==> src/rtl/arbiter_mux.sv <==
// N-channel valid/ready arbitrating multiplexer with packet locking and a one-entry
// output register; merges several requesters onto a single downstream port.
//
// state    | meaning
// UNLOCKED | grant computed each cycle from in_valid (round-robin or fixed priority)
// LOCKED   | grant pinned to r_lock_ch until that channel delivers its last beat
module arbiter_mux #(
    parameter int WIDTH       = 32,
    parameter int CHANNELS    = 2,
    parameter int SEL_BITS    = $clog2(CHANNELS),
    parameter int ROUND_ROBIN = 1
) (
    input  logic                               clock,
    input  logic                               reset,
    input  logic [CHANNELS-1:0][WIDTH-1:0]     in_data,
    input  logic [CHANNELS-1:0]                in_valid,
    input  logic [CHANNELS-1:0]                in_last,
    output logic [CHANNELS-1:0]                in_ready,
    output logic [WIDTH-1:0]                   out_data,
    output logic                               out_valid,
    output logic                               out_last,
    output logic [SEL_BITS-1:0]                out_sel,
    input  logic                               out_ready
);

    typedef enum logic {
        UNLOCKED = 1'b0,
        LOCKED   = 1'b1
    } lock_state_t;

    lock_state_t         r_state;
    lock_state_t         w_state_next;
    logic [SEL_BITS-1:0] r_lock_ch;
    logic [SEL_BITS-1:0] r_ptr;
    logic [WIDTH-1:0]    r_out_data;
    logic                r_out_valid;
    logic                r_out_last;
    logic [SEL_BITS-1:0] r_out_sel;

    logic [SEL_BITS-1:0] w_grant;
    logic                w_grant_valid;
    logic                w_can_load;
    logic                w_accept;
    logic                w_last;

    // Search wraps at CHANNELS, not 2^SEL_BITS, so non-power-of-two counts stay in range.
    always_comb begin
        int idx;
        w_grant       = '0;
        w_grant_valid = 1'b0;
        idx           = 0;
        if (r_state == LOCKED) begin
            w_grant       = r_lock_ch;
            w_grant_valid = 1'b1;
        end else begin
            for (int off = 0; off < CHANNELS; off++) begin
                if (ROUND_ROBIN != 0) begin
                    idx = int'(r_ptr) + off;
                    if (idx >= CHANNELS) idx = idx - CHANNELS;
                end else begin
                    idx = off;
                end
                if (!w_grant_valid && in_valid[idx]) begin
                    w_grant       = SEL_BITS'(idx);
                    w_grant_valid = 1'b1;
                end
            end
        end
    end

    assign w_can_load = !r_out_valid || out_ready;
    assign w_accept   = !reset && w_can_load && w_grant_valid && in_valid[w_grant];
    assign w_last     = in_last[w_grant];

    always_comb begin
        in_ready = '0;
        for (int i = 0; i < CHANNELS; i++) begin
            if (w_accept && (w_grant == SEL_BITS'(i))) in_ready[i] = 1'b1;
        end
    end

    always_comb begin
        w_state_next = r_state;
        if (w_accept) begin
            w_state_next = w_last ? UNLOCKED : LOCKED;
        end
    end

    always_ff @(posedge clock) begin
        if (reset) begin
            r_state     <= UNLOCKED;
            r_lock_ch   <= '0;
            r_ptr       <= '0;
            r_out_data  <= '0;
            r_out_valid <= 1'b0;
            r_out_last  <= 1'b0;
            r_out_sel   <= '0;
        end else begin
            r_state <= w_state_next;
            if (w_accept) begin
                r_lock_ch   <= w_grant;
                r_out_data  <= in_data[w_grant];
                r_out_last  <= w_last;
                r_out_sel   <= w_grant;
                r_out_valid <= 1'b1;
                if (w_last) begin
                    r_ptr <= (w_grant == SEL_BITS'(CHANNELS - 1)) ? '0 : w_grant + 1'b1;
                end
            end else if (r_out_valid && out_ready) begin
                r_out_valid <= 1'b0;
            end
        end
    end

    assign out_data  = r_out_data;
    assign out_valid = r_out_valid;
    assign out_last  = r_out_last;
    assign out_sel   = r_out_sel;

endmodule
==> config.mk <==
export PLATFORM = sky130hd
export DESIGN_NAME = arbiter_mux
export DESIGN_NICKNAME = d
export VERILOG_FILES = /design/src/rtl/arbiter_mux.sv
export SDC_FILE = /design/constraint.sdc
export NUM_CORES = 1
export LEC_CHECK = 0
export ABC_AREA = 1
export CORE_MARGIN = 1.5
export CORE_UTILIZATION = 41
export DETAILED_ROUTE_END_ITERATION = 6
export PLACE_DENSITY = 0.88
export SYNTH_ARGS = -nofsm -noshare
export SYNTH_HDL_FRONTEND = slang
export SYNTH_SLANG_ARGS = --single-unit
==> constraint.sdc <==
create_clock -name clock -period 4.7 [get_ports clock]
set_input_delay 1.41 -clock clock [delete_from_list [all_inputs] [get_ports clock]]
set_output_delay 1.41 -clock clock [all_outputs]
set_load 0.01 [all_outputs]
Word level (Yosys, flattened, before mapping)
Index checks and enable logic that the tools add are counted.
Cells by class
  add/subtract/negate cells: 4
  magnitude comparators: 5
  multiplexer cells: 29
  bitwise operators: 1
  reduce and logical (&&, ||, !) cells: 13
Operator list (number)
  $mux W32: 6
  $lt A32 B3 Y1 const B: 2
  $mux W1: 23
  $logic_and A1 B1 Y1: 7
  $logic_not A1 Y1: 3
  $sub A1 B2 Y3 const B: 1
  $sub A2 B2 Y3 const B: 1
  $add A1 B1 Y2 const B: 1
  $ge A1 B2 Y1 const B: 1
  $ge A2 B2 Y1 const B: 1
  $lt A1 B2 Y1 const B: 1
  $reduce_and A2 Y1: 1
  $reduce_bool A2 Y1: 1
  $add A1 B1 Y1 const B: 1
  $logic_or A1 B1 Y1: 1
  $not A1 Y1: 1
Storage, ports and cells
  flip-flop bits (word level): 37
  input bits: 71
  output and inout port bits: 37
  word-level logic and storage cells: 58

Depth between registers and ports, before layout
Gate-level depths: netlist of the first run.
  depth in word-level cells: 17
  mapped depth: 9
  depth with buffers taken out: 9

Least setup slack after synthesis of the first run
Ideal clock, no wire load.
  path type: input port to output port
  from: input in_valid[1]
  to: output in_ready[0]
  data arrival time: 2.237 ns
  data required time: 3.290 ns
  slack: 1.053 ns
  cell stages on the path: 8
  buffers on the path: 2
  cells stage by stage: inv_1 > nor2_1 > nand2_2 > nand3_1 > nand2_2 > buf_6 > buf_6 > nor2_1
Between the ends
  word-level cells in the longest chain between the ends: 14
  elaborated cells between the ends (all ways): 22
  those cells by class: 16 x mux; 1 x bitwise; 5 x reduce/logical
Ends and longest elaborated chain
  start: declaration: line 16  | input logic [CHANNELS-1:0] in_valid,
  $mux W1 (not written as such) (3 in series): line 63  | if (!w_grant_valid && in_valid[idx]) begin
  $mux W1: line 63
  $mux W1: line 52  | if (r_state == LOCKED) begin
  $logic_not A1 Y1: line 63
  $logic_and A1 B1 Y1: line 63
  $mux W1: line 63
  $mux W1: line 52
  $mux W1 (not written as such) (2 in series): line 72  | assign w_accept = !reset && w_can_load && w_grant_valid && in_valid[w_grant];
  $logic_and A1 B1 Y1: line 72
  $logic_and A1 B1 Y1 (*): line 78  | if (w_accept && (w_grant == SEL_BITS'(i))) in_ready[i] = 1'b1;
  $mux W1 (*): line 78
  end: declaration: line 18  | output logic [CHANNELS-1:0] in_ready,
Mark *: on every way between the ends. The rest lies on a longest branch, timed or not. The select of a mux whose other input is x is not followed.

Worst setup path after layout of the first run
  from: input out_ready
  to: output in_ready[0]
Between the ends
  word-level cells in the longest chain between the ends: 6
Ends and longest elaborated chain
  start: declaration: line 23  | input logic out_ready
  $logic_or A1 B1 Y1: line 71  | assign w_can_load = !r_out_valid || out_ready;
  $logic_and A1 B1 Y1 (3 in series): line 72
  $logic_and A1 B1 Y1: line 78
  $mux W1: line 78
No other way between the ends.

==> key figures, run 1 <==
GRT
  • Largest net degree at the start of global routing: 38
  • Met3 Use GR: 4.62%
  • Initial antenna violation count: 0
  • Peak-usage layer in the global routing report: met2
  • GRT met1 Usage: 24.0%
  • Total gr overflow: 0
  • GRT Total Usage: 23.1%
  • Met2 usage in global routing: 43.6%
  • Vias in the first global route: 2112
  • First-pass GRT wire length: 9160 um

Synth
  • Most instantiated cells after synthesis: 138 x nand2_1, 37 x a21oi_1, 37 x dfxtp_1
  • Top_reg_cell synth: dfxtp_1
  • Yosys cell types: 15
  • Yosys reg bits: 37
  • Net Count, Synth: 361
  • Share of synthesized registers carrying an async set or reset: 0%
  • Most common cell in the netlist: nand2_1
  • Ys Warns: 0
  • Mapped Area: 0.00184 mm2
  • Cell accounting for the most synthesized area: dfxtp_1
  • Syn_area_per_cell: 6.34 um2
  • Register area share after synthesis: 40.3%
  • Top cell type's share of synthesized area: 40.3%
  • Post-synthesis instance total: 290
  • Dominant cells by area after synthesis: dfxtp_1 40%, nand2_1 28%, a21oi_1 10%
  • Post-synth EDFFs: 0

Clock network
  • Post-CTS Setup Bufs: 0
  • CTS tree: yes
  • CTS clk-pin slew, worst paths: 0.07 ns
  • Root Buffer: clkbuf_8
  • Clock Path Buffers: 2
  • Htree depth: 2
  • Num CTS Buffers: 5
  • Hold-fix buffers at CTS: 0
  • CTS resizes: 0
  • Clock tree sinks: 37
  • Clock Latency Late Sink: 0.29 ns

Cells and area
  • Layout cell share with drive strength beyond 1: 5.37%
  • Post-route cell area: 0.00302 mm2
  • Post-layout nets: 461
  • Layout Cells excl Fill: 443
  • N_diodes: 0
  • Synth-to-Final Area Change: 64.4%

Detailed routing
  • DR vias: 2217
  • Avg WL per Cell: 12.6 um
  • Drt initial violations: 95
  • Pre-Repair DR Iteration Count: 4
  • Post-route ant nets: 0
  • Total wire length: 5600 um
  • DRC: 0
  • Via density: 5.00

Pwr
  • Power per cell area: 279 mW/mm2
  • Overall Power: 0.845 mW
  • Worst vdd ir: 0.000158 V
  • P_leak: 1.28 nW

Placed design
  • IO Port Bufs: 107
  • Dpl ws: 0.333 ns
  • DP Cell Count: 435
  • Post-DP HPWL: 3950 um
  • Placer Congestion: 0.782
  • Dpl cell area: 0.00290 mm2

Timing
  • Max Clock Freq: 0.229 GHz
  • Max-slew headroom: 53.0%
  • Tightest Pin Transition: 0.702 ns
  • Final WS setup: 0.324 ns
  • Clk_skew: 0.00496 ns
  • Final worst path period share: 93.1%
  • Final Hold Viols: 0
  • Max Slew Vio Count: 0
  • RSZ-0062 raised after global routing: no
  • Total negative slack: 0 ns
  • Period minus WS final: 4.38 ns
  • Final setup fails: 0

Setup path
  • CP Data Arrival Time: 2.97 ns
  • Worst setup SP type: primary input
  • WP data required: 3.29 ns
  • Crit-path max FO: 5
  • Crit Path Class: primary input to primary output
  • CP endpoint kind: primary output

Floorplan
  • Initial Utilization: 42.5%
  • Die width: 70.0 um
  • # rows: 24
  • Area of the core: 0.00432 mm2
  • DIE AREA: 0.00490 mm2
  • I/O pin cnt: 108
  • Die H: 70.0 um

Hold path
  • Worst Hold Class: register to register

Run status
  • Status: finished clean

Run
  • Max-Cap Viols: 0
[layout make-up]
cell class,count,area (um2)
Clock buffer,6,82.6
Multi-Input combinational cell,222,941
Inverter,11,41.3
Fill cell,374,1300
Tap cell,52,65.1
Timing Repair Buffer,113,1120
Clock inverter,2,37.5
Sequential cell,37,741
[worst max-delay path: stages]
cell	delay (ns)
clkdlybuf4s50_1	0.45
inv_1	0.03
nand2_1	0.06
nand2_1	0.07
nor2_2	0.21
nand2_2	0.08
nor2_1	0.10
clkdlybuf4s50_1	0.54
[state kept, by name, indices dropped and copies added (netlist names)]
register	cells
out_data	32
out_last	1
out_sel	1
out_valid	1
r_ptr	1
r_state	1
[kinds of logic after synthesis]
| group | count (synthesis) | synth area share [%] |
|---|---|---|
| flops | 37 | 40.3 |
| simple gates | 185 | 41.1 |
| compound gates | 37 | 10.1 |
| buf+inv | 31 | 8.57 |
[cell usage in the layout (no fill, tap or decap), drive strengths merged]
cell,synthesis,layout
nand2,142,142
clkdlybuf4s50,0,107
a21oi,37,37
dfxtp,37,37
nand3,35,35
inv,11,11
nor2,7,7
clkbuf,9,6
buf,11,6
nand4,1,1
bufinv,0,1
clkinvlp,0,1
[metrics by stage]
step / util, % / hold slack, ns
final: 69.9 / 0.464
after detailed placement: 67.2 / 0.454
after CTS: 69.9 / 0.466
after floorplan: - / 0.444
after global routing: 69.9 / 0.482
after global placement: 67.2 / 0.451
[worst paths after layout]
path,startpoint,endpoint,slack [ns],cells past startpoint
max,out_ready,in_ready[0],0.32,8
min,out_data[31]$_SDFFE_PP0P_,out_data[31]$_SDFFE_PP0P_,0.46,2
max reg2reg,r_state$_SDFFE_PP0P_,out_data[11]$_SDFFE_PP0P_,2.34,8
min reg2reg,out_data[31]$_SDFFE_PP0P_,out_data[31]$_SDFFE_PP0P_,0.46,2
[per-layer routing]
metal	vias to the layer above	wire (um)
met1	1017	2240
met5	-	0
met3	15	270
met4	0	171
li1	1118	-
met2	67	2920
[where the power goes]
| group | total, mW | switching [mW] | internal, mW | leakage, nW |
|---|---|---|---|---|
| Clock | 0.287 | 0.114 | 0.172 | 0.0574 |
| Combinational | 0.214 | 0.0956 | 0.118 | 0.923 |
| Sequential | 0.344 | 0.0104 | 0.334 | 0.303 |
| Total | 0.845 | 0.220 | 0.624 | 1.28 |
Power figures use the tool's default switching activity.
==> inputs of run 2 (changes only) <==
--- a/config.mk
+++ b/config.mk
@@ -10,6 +10,9 @@
 export CORE_UTILIZATION = 41
 export DETAILED_ROUTE_END_ITERATION = 6
 export PLACE_DENSITY = 0.88
+export REMOVE_ABC_BUFFERS = 1
+export SLEW_MARGIN = 30
 export SYNTH_ARGS = -nofsm -noshare
 export SYNTH_HDL_FRONTEND = slang
 export SYNTH_SLANG_ARGS = --single-unit
+export TNS_END_PERCENT = 5
==> key figures, run 2 (synthesis results as in run 1) <==
Detailed routing
  • Avg WL per Cell: 11.9 um (-6.1%)
  • Drt initial violations: 129 (+36%)
  • Post-route ant nets: 0 (unchanged)
  • DRC: 0 (unchanged)
  • Via density: 4.86 (-2.8%)
  • Total wire length: 5240 um (-6.3%)
  • Pre-Repair DR Iteration Count: 4 (unchanged)
  • DR vias: 2149 (-3.1%)

Cells and area
  • Most common cell after layout, fill and taps aside: nand2_1
  • N_diodes: 0 (unchanged)
  • Final Util: 69.7% (-0.26 points)
  • Post-layout nets: 460 (-0.22%)
  • Synth-to-Final Area Change: 63.8%
  • Layout cell share with drive strength beyond 1: 4.87% (-0.50 points)
  • Most frequent cells in the layout: 138 x nand2_1, 107 x clkdlybuf4s50_1, 37 x a21oi_1, 37 x dfxtp_1, 35 x nand3_1
  • Max reg flops: 32 (unchanged)

Floorplan
  • I/O pin cnt: 108 (unchanged)
  • # rows: 24 (unchanged)
  • DIE AREA: 0.00490 mm2 (unchanged)
  • Initial Utilization: 42.5% (unchanged)
  • Die H: 70.0 um (unchanged)
  • Area of the core: 0.00432 mm2 (unchanged)
  • Die width: 70.0 um (unchanged)

Timing
  • Final Hold Viols: 0 (unchanged)
  • Clk_skew: 0.00514 ns (+0.000189 ns)
  • Max-slew headroom: 53.3% (+0.29 points)
  • Hold_ws: 0.464 ns (-0.000364 ns)
  • Max Clock Freq: 0.227 GHz (-0.48%)
  • Total negative slack: 0 ns (unchanged)
  • Final setup fails: 0 (unchanged)
  • Max Slew Vio Count: 0 (unchanged)
  • Period minus WS final: 4.40 ns (+0.0211 ns)
  • Final worst path period share: 93.6% (+0.45 points)
  • RSZ-0062 raised after global routing: no
  • Tightest Pin Transition: 0.698 ns (-0.00433 ns)

Pwr
  • Power per cell area: 278 mW/mm2 (-0.62%)
  • P_leak: 1.28 nW (-0.32%)
  • Worst vdd ir: 0.000188 V (+19%)

Setup path
  • Worst path depth: 8 (unchanged)
  • Crit Path Class: primary input to primary output
  • Worst setup SP type: primary input
  • WP buf/inv: 3 (unchanged)
  • Crit-path max FO: 4 (-1)
  • CP Data Arrival Time: 2.99 ns (+0.02 ns)
  • WP data required: 3.29 ns (about the same)
  • CP max stage delay: 0.55 ns (about the same)
  • R2R cell count: 8 (unchanged)
  • CP max-delay cell: clkdlybuf4s50_1
  • Crit-path cells: clkdlybuf4s50_1 -> inv_1 -> nor2_1 -> nand2_2 -> nand3_1 -> nand2_2 -> nor2_1 -> clkdlybuf4s50_1
  • CP top delay family: buffers and inverters
  • CP endpoint kind: primary output

Run status
  • Status: finished clean

Hold path
  • Worst Hold Class: register to register
  • Hold depth: 2 (unchanged)

Placed design
  • IO Port Bufs: 107 (unchanged)
  • Placer Congestion: 0.766 (-2.0%)
  • Post-DP HPWL: 3700 um (-6.3%)

Clock network
  • Clock Latency Late Sink: 0.29 ns (about the same)
  • Clock tree sinks: 37 (unchanged)
  • Num CTS Buffers: 5 (unchanged)
  • Clock Path Buffers: 2 (unchanged)
  • CTS resizes: 0 (unchanged)
  • Root Buffer: clkbuf_8
  • Post-CTS Setup Bufs: 0 (unchanged)
  • Htree depth: 2 (unchanged)
  • CTS clk-pin slew, worst paths: 0.07 ns (about the same)
  • CTS tree: yes
  • Hold-fix buffers at CTS: 0 (unchanged)

GRT
  • Initial antenna violation count: 0 (unchanged)
  • Total gr overflow: 0 (unchanged)
  • First-pass GRT wire length: 8830 um (-3.6%)
  • GRT Total Usage: 22.1% (-1.0 points)
  • Largest net degree at the start of global routing: 38 (unchanged)
  • Vias in the first global route: 2062 (-2.4%)

Run
  • Max-Cap Viols: 0 (unchanged)
## run 2: path summary, 6_finish.rpt
path,endpoint,startpoint,slack (ns)
max reg2reg,out_data[17]$_SDFFE_PP0P_,r_state$_SDFFE_PP0P_,2.39
min reg2reg,out_data[5]$_SDFFE_PP0P_,out_data[5]$_SDFFE_PP0P_,0.46
max,in_ready[0],in_valid[1],0.30
min,out_data[5]$_SDFFE_PP0P_,out_data[5]$_SDFFE_PP0P_,0.46
## run 2: area by class of cell
| class | count | area, um2 |
|---|---|---|
| fillers | 383 | 1310 |
| repair buffers | 112 | 1110 |
| multi-input cells | 222 | 941 |
| flip-flops and latches | 37 | 741 |
| clock buffers | 7 | 86.3 |
| well taps | 52 | 65.1 |
| inverters | 11 | 41.3 |
| clock inverters | 1 | 30.0 |
## run 2: worst reg2reg max path, stage by stage (launching register included)
cell	delay, ns
dfxtp_1	0.33
nand2_2	0.53
nor2_2	0.06
nor2_2	0.24
nand2_2	0.09
buf_4	0.25
inv_2	0.46
nand2_1	0.13
a21oi_1	0.15
## run 2: metrics by stage
step	instance area (um2)	total power, mW	setup slack [ns]	instances
2_1_floorplan	1720	0.436	0.705	270
3_3_place_gp	2900	0.558	0.325	434
3_5_place_dp	2900	0.563	0.305	434
4_1_cts	3010	0.845	0.295	442
5_1_grt	3010	0.882	0.199	442
6_report	3010	0.836	0.303	442
## run 2: routing by layer
layer	vias up	track usage (%)	wire, um
met1	938	23.7	2040
li1	1112	-	-
met3	13	6.20	444
met2	86	40.3	2630
met4	0	9.19	127
met5	-	0	0
## run 2: power by group
group | switching (mW) | total [mW] | internal [mW]
sequential | 0.0100 | 0.344 | 0.334
clock | 0.108 | 0.281 | 0.173
combinational | 0.0944 | 0.212 | 0.117
total | 0.212 | 0.836 | 0.624
==> inputs of run 3 (changes only) <==
--- a/config.mk
+++ b/config.mk
@@ -9,8 +9,7 @@
 export CORE_MARGIN = 1.5
 export CORE_UTILIZATION = 41
 export DETAILED_ROUTE_END_ITERATION = 6
-export PLACE_DENSITY = 0.88
-export REMOVE_ABC_BUFFERS = 1
+export PLACE_DENSITY_LB_ADDON = 0.08
 export SLEW_MARGIN = 30
 export SYNTH_ARGS = -nofsm -noshare
 export SYNTH_HDL_FRONTEND = slang
==> key figures, run 3 (synthesis results as in run 1) <==
Clock network
  • Root Buffer: clkbuf_8
  • Hold-fix buffers at CTS: 0 (unchanged)
  • CTS clk-pin slew, worst paths: 0.07 ns (about the same)
  • Clock Path Buffers: 2 (unchanged)
  • Clock Latency Late Sink: 0.28 ns (about the same)
  • Post-CTS Setup Bufs: 0 (unchanged)
  • Htree depth: 2 (unchanged)
  • CTS resizes: 0 (unchanged)
  • Clock tree sinks: 37 (unchanged)
  • Num CTS Buffers: 5 (unchanged)
  • CTS tree: yes

Timing
  • Final worst path period share: 93.1% (-0.44 points)
  • Final setup fails: 0 (unchanged)
  • Tightest Pin Transition: 0.705 ns (+0.00783 ns)
  • RSZ-0062 raised after global routing: no
  • Period minus WS final: 4.38 ns (-0.0208 ns)
  • Total negative slack: 0 ns (unchanged)
  • Clk_skew: 0.00608 ns (+0.000937 ns)
  • Final Hold Viols: 0 (unchanged)
  • Max Slew Vio Count: 0 (unchanged)
  • Max-slew headroom: 52.8% (-0.52 points)
  • Max Clock Freq: 0.228 GHz (+0.47%)

Detailed routing
  • Avg WL per Cell: 11.7 um (-0.95%)
  • Pre-Repair DR Iteration Count: 4 (unchanged)
  • Via density: 4.81 (-1.2%)
  • DR vias: 2129 (-0.93%)
  • Drt initial violations: 87 (-33%)
  • DRC: 0 (unchanged)
  • Total wire length: 5200 um (-0.72%)
  • Post-route ant nets: 0 (unchanged)

Cells and area
  • Most frequent cells in the layout: 138 x nand2_1, 107 x clkdlybuf4s50_1, 37 x a21oi_1, 37 x dfxtp_1, 35 x nand3_1
  • Multi-input logic area: 941 um2 (unchanged)
  • Most common cell after layout, fill and taps aside: nand2_1
  • Post-layout nets: 461 (+0.22%)
  • Post-route cell area: 0.00301 mm2 (-0.25%)
  • Synth-to-Final Area Change: 63.4%
  • N_diodes: 0 (unchanged)
  • # fillers: 396 (+3.4%)
  • Register Area: 741 um2 (unchanged)
  • Max reg flops: 32 (unchanged)
  • Layout cell share with drive strength beyond 1: 5.37% (+0.50 points)

Floorplan
  • Die width: 70.0 um (unchanged)
  • Die H: 70.0 um (unchanged)
  • Initial Utilization: 42.5% (unchanged)
  • # rows: 24 (unchanged)
  • DIE AREA: 0.00490 mm2 (unchanged)
  • I/O pin cnt: 108 (unchanged)
  • Area of the core: 0.00432 mm2 (unchanged)

Placed design
  • Dpl cell area: 0.00290 mm2 (+0.26%)
  • Placer Congestion: 0.860 (+12%)
  • Post-DP HPWL: 3620 um (-2.0%)
  • IO Port Bufs: 107 (unchanged)

Pwr
  • Pint: 0.584 mW (-6.4%)
  • Share of power burned in registers: 43.3% (+2.2 points)
  • P_sw: 0.210 mW (-1.1%)
  • Share of total power in the clock network: 30.1% (-3.5 points)
  • P_leak: 1.28 nW (about the same)
  • Power per cell area: 264 mW/mm2 (-4.8%)
  • Worst vdd ir: 0.000183 V (-2.7%)
  • Gate power share: 26.6% (+1.3 points)
  • Switch share: 26.4% (+1.1 points)

Run status
  • Status: finished clean

GRT
  • Initial antenna violation count: 0 (unchanged)
  • Total gr overflow: 0 (unchanged)
  • First-pass GRT wire length: 9030 um (+2.3%)
  • GRT Total Usage: 22.5% (+0.39 points)
  • Vias in the first global route: 2040 (-1.1%)
  • Largest net degree at the start of global routing: 38 (unchanged)

Setup path
  • Worst setup SP type: primary input
  • CP Data Arrival Time: 2.97 ns (-0.02 ns)
  • R2R cell count: 8 (unchanged)
  • Crit Path Class: primary input to primary output
  • Crit-path max FO: 4 (unchanged)
  • CP endpoint kind: primary output
  • WP data required: 3.29 ns (about the same)

Hold path
  • Worst Hold Class: register to register
  • Hold depth: 2 (unchanged)

Run
  • Max-Cap Viols: 0 (unchanged)
run 3: final cells by class:
type / instances / share of cell area (%)
repair buffers: 113 / 37.1
multi-input cells: 222 / 31.3
flip-flops and latches: 37 / 24.6
clock buffers: 7 / 3.21
well taps: 52 / 2.16
inverters: 11 / 1.37
clock inverters: 1 / 0.167
run 3: path summary, 6_finish.rpt:
path              slack [ns]                 startpoint                   endpoint
setup / recovery        0.32                in_valid[1]                in_ready[0]
hold reg to reg         0.46  out_data[16]$_SDFFE_PP0P_  out_data[16]$_SDFFE_PP0P_
setup reg to reg        2.36       r_state$_SDFFE_PP0P_   out_data[0]$_SDFFE_PP0P_
hold / removal          0.46  out_data[16]$_SDFFE_PP0P_  out_data[16]$_SDFFE_PP0P_
run 3: critical path, cell delays in order:
cell             delay (ns)
clkdlybuf4s50_1        0.49
inv_1                  0.05
nor2_1                 0.10
nand2_2                0.09
nand3_1                0.11
nand2_2                0.07
nor2_1                 0.10
clkdlybuf4s50_1        0.54
run 3: per-layer routing:
metal  global-route usage (%)  wire length [um]  vias up
met1                     24.5              2010      929
met2                     41.4              2680       77
met4                     6.41                61        0
li1                         -                 -     1116
met3                     7.22               446        7
met5                        0                 0        -
run 3: power groups by stage:
stage | registers [mW] | clock network [mW] | logic (mW)
3_3_place_gp | 0.350 | 0 | 0.211
3_5_place_dp | 0.351 | 0 | 0.213
5_1_grt | 0.346 | 0.258 | 0.235
2_1_floorplan | 0.360 | 0 | 0.0911
4_1_cts | 0.344 | 0.246 | 0.214
6_report | 0.344 | 0.239 | 0.211
run 3: per-stage QoR:
stage	setup WS [ns]	total power [mW]	hold slack (ns)	util (%)	cells
4_1_cts	0.311	0.804	0.466	69.5	443
3_5_place_dp	0.313	0.564	0.454	67.2	435
3_3_place_gp	0.324	0.561	0.450	67.2	435
5_1_grt	0.216	0.840	0.489	69.5	443
6_report	0.324	0.794	0.463	69.5	443
2_1_floorplan	1.05	0.451	0.444	-	290
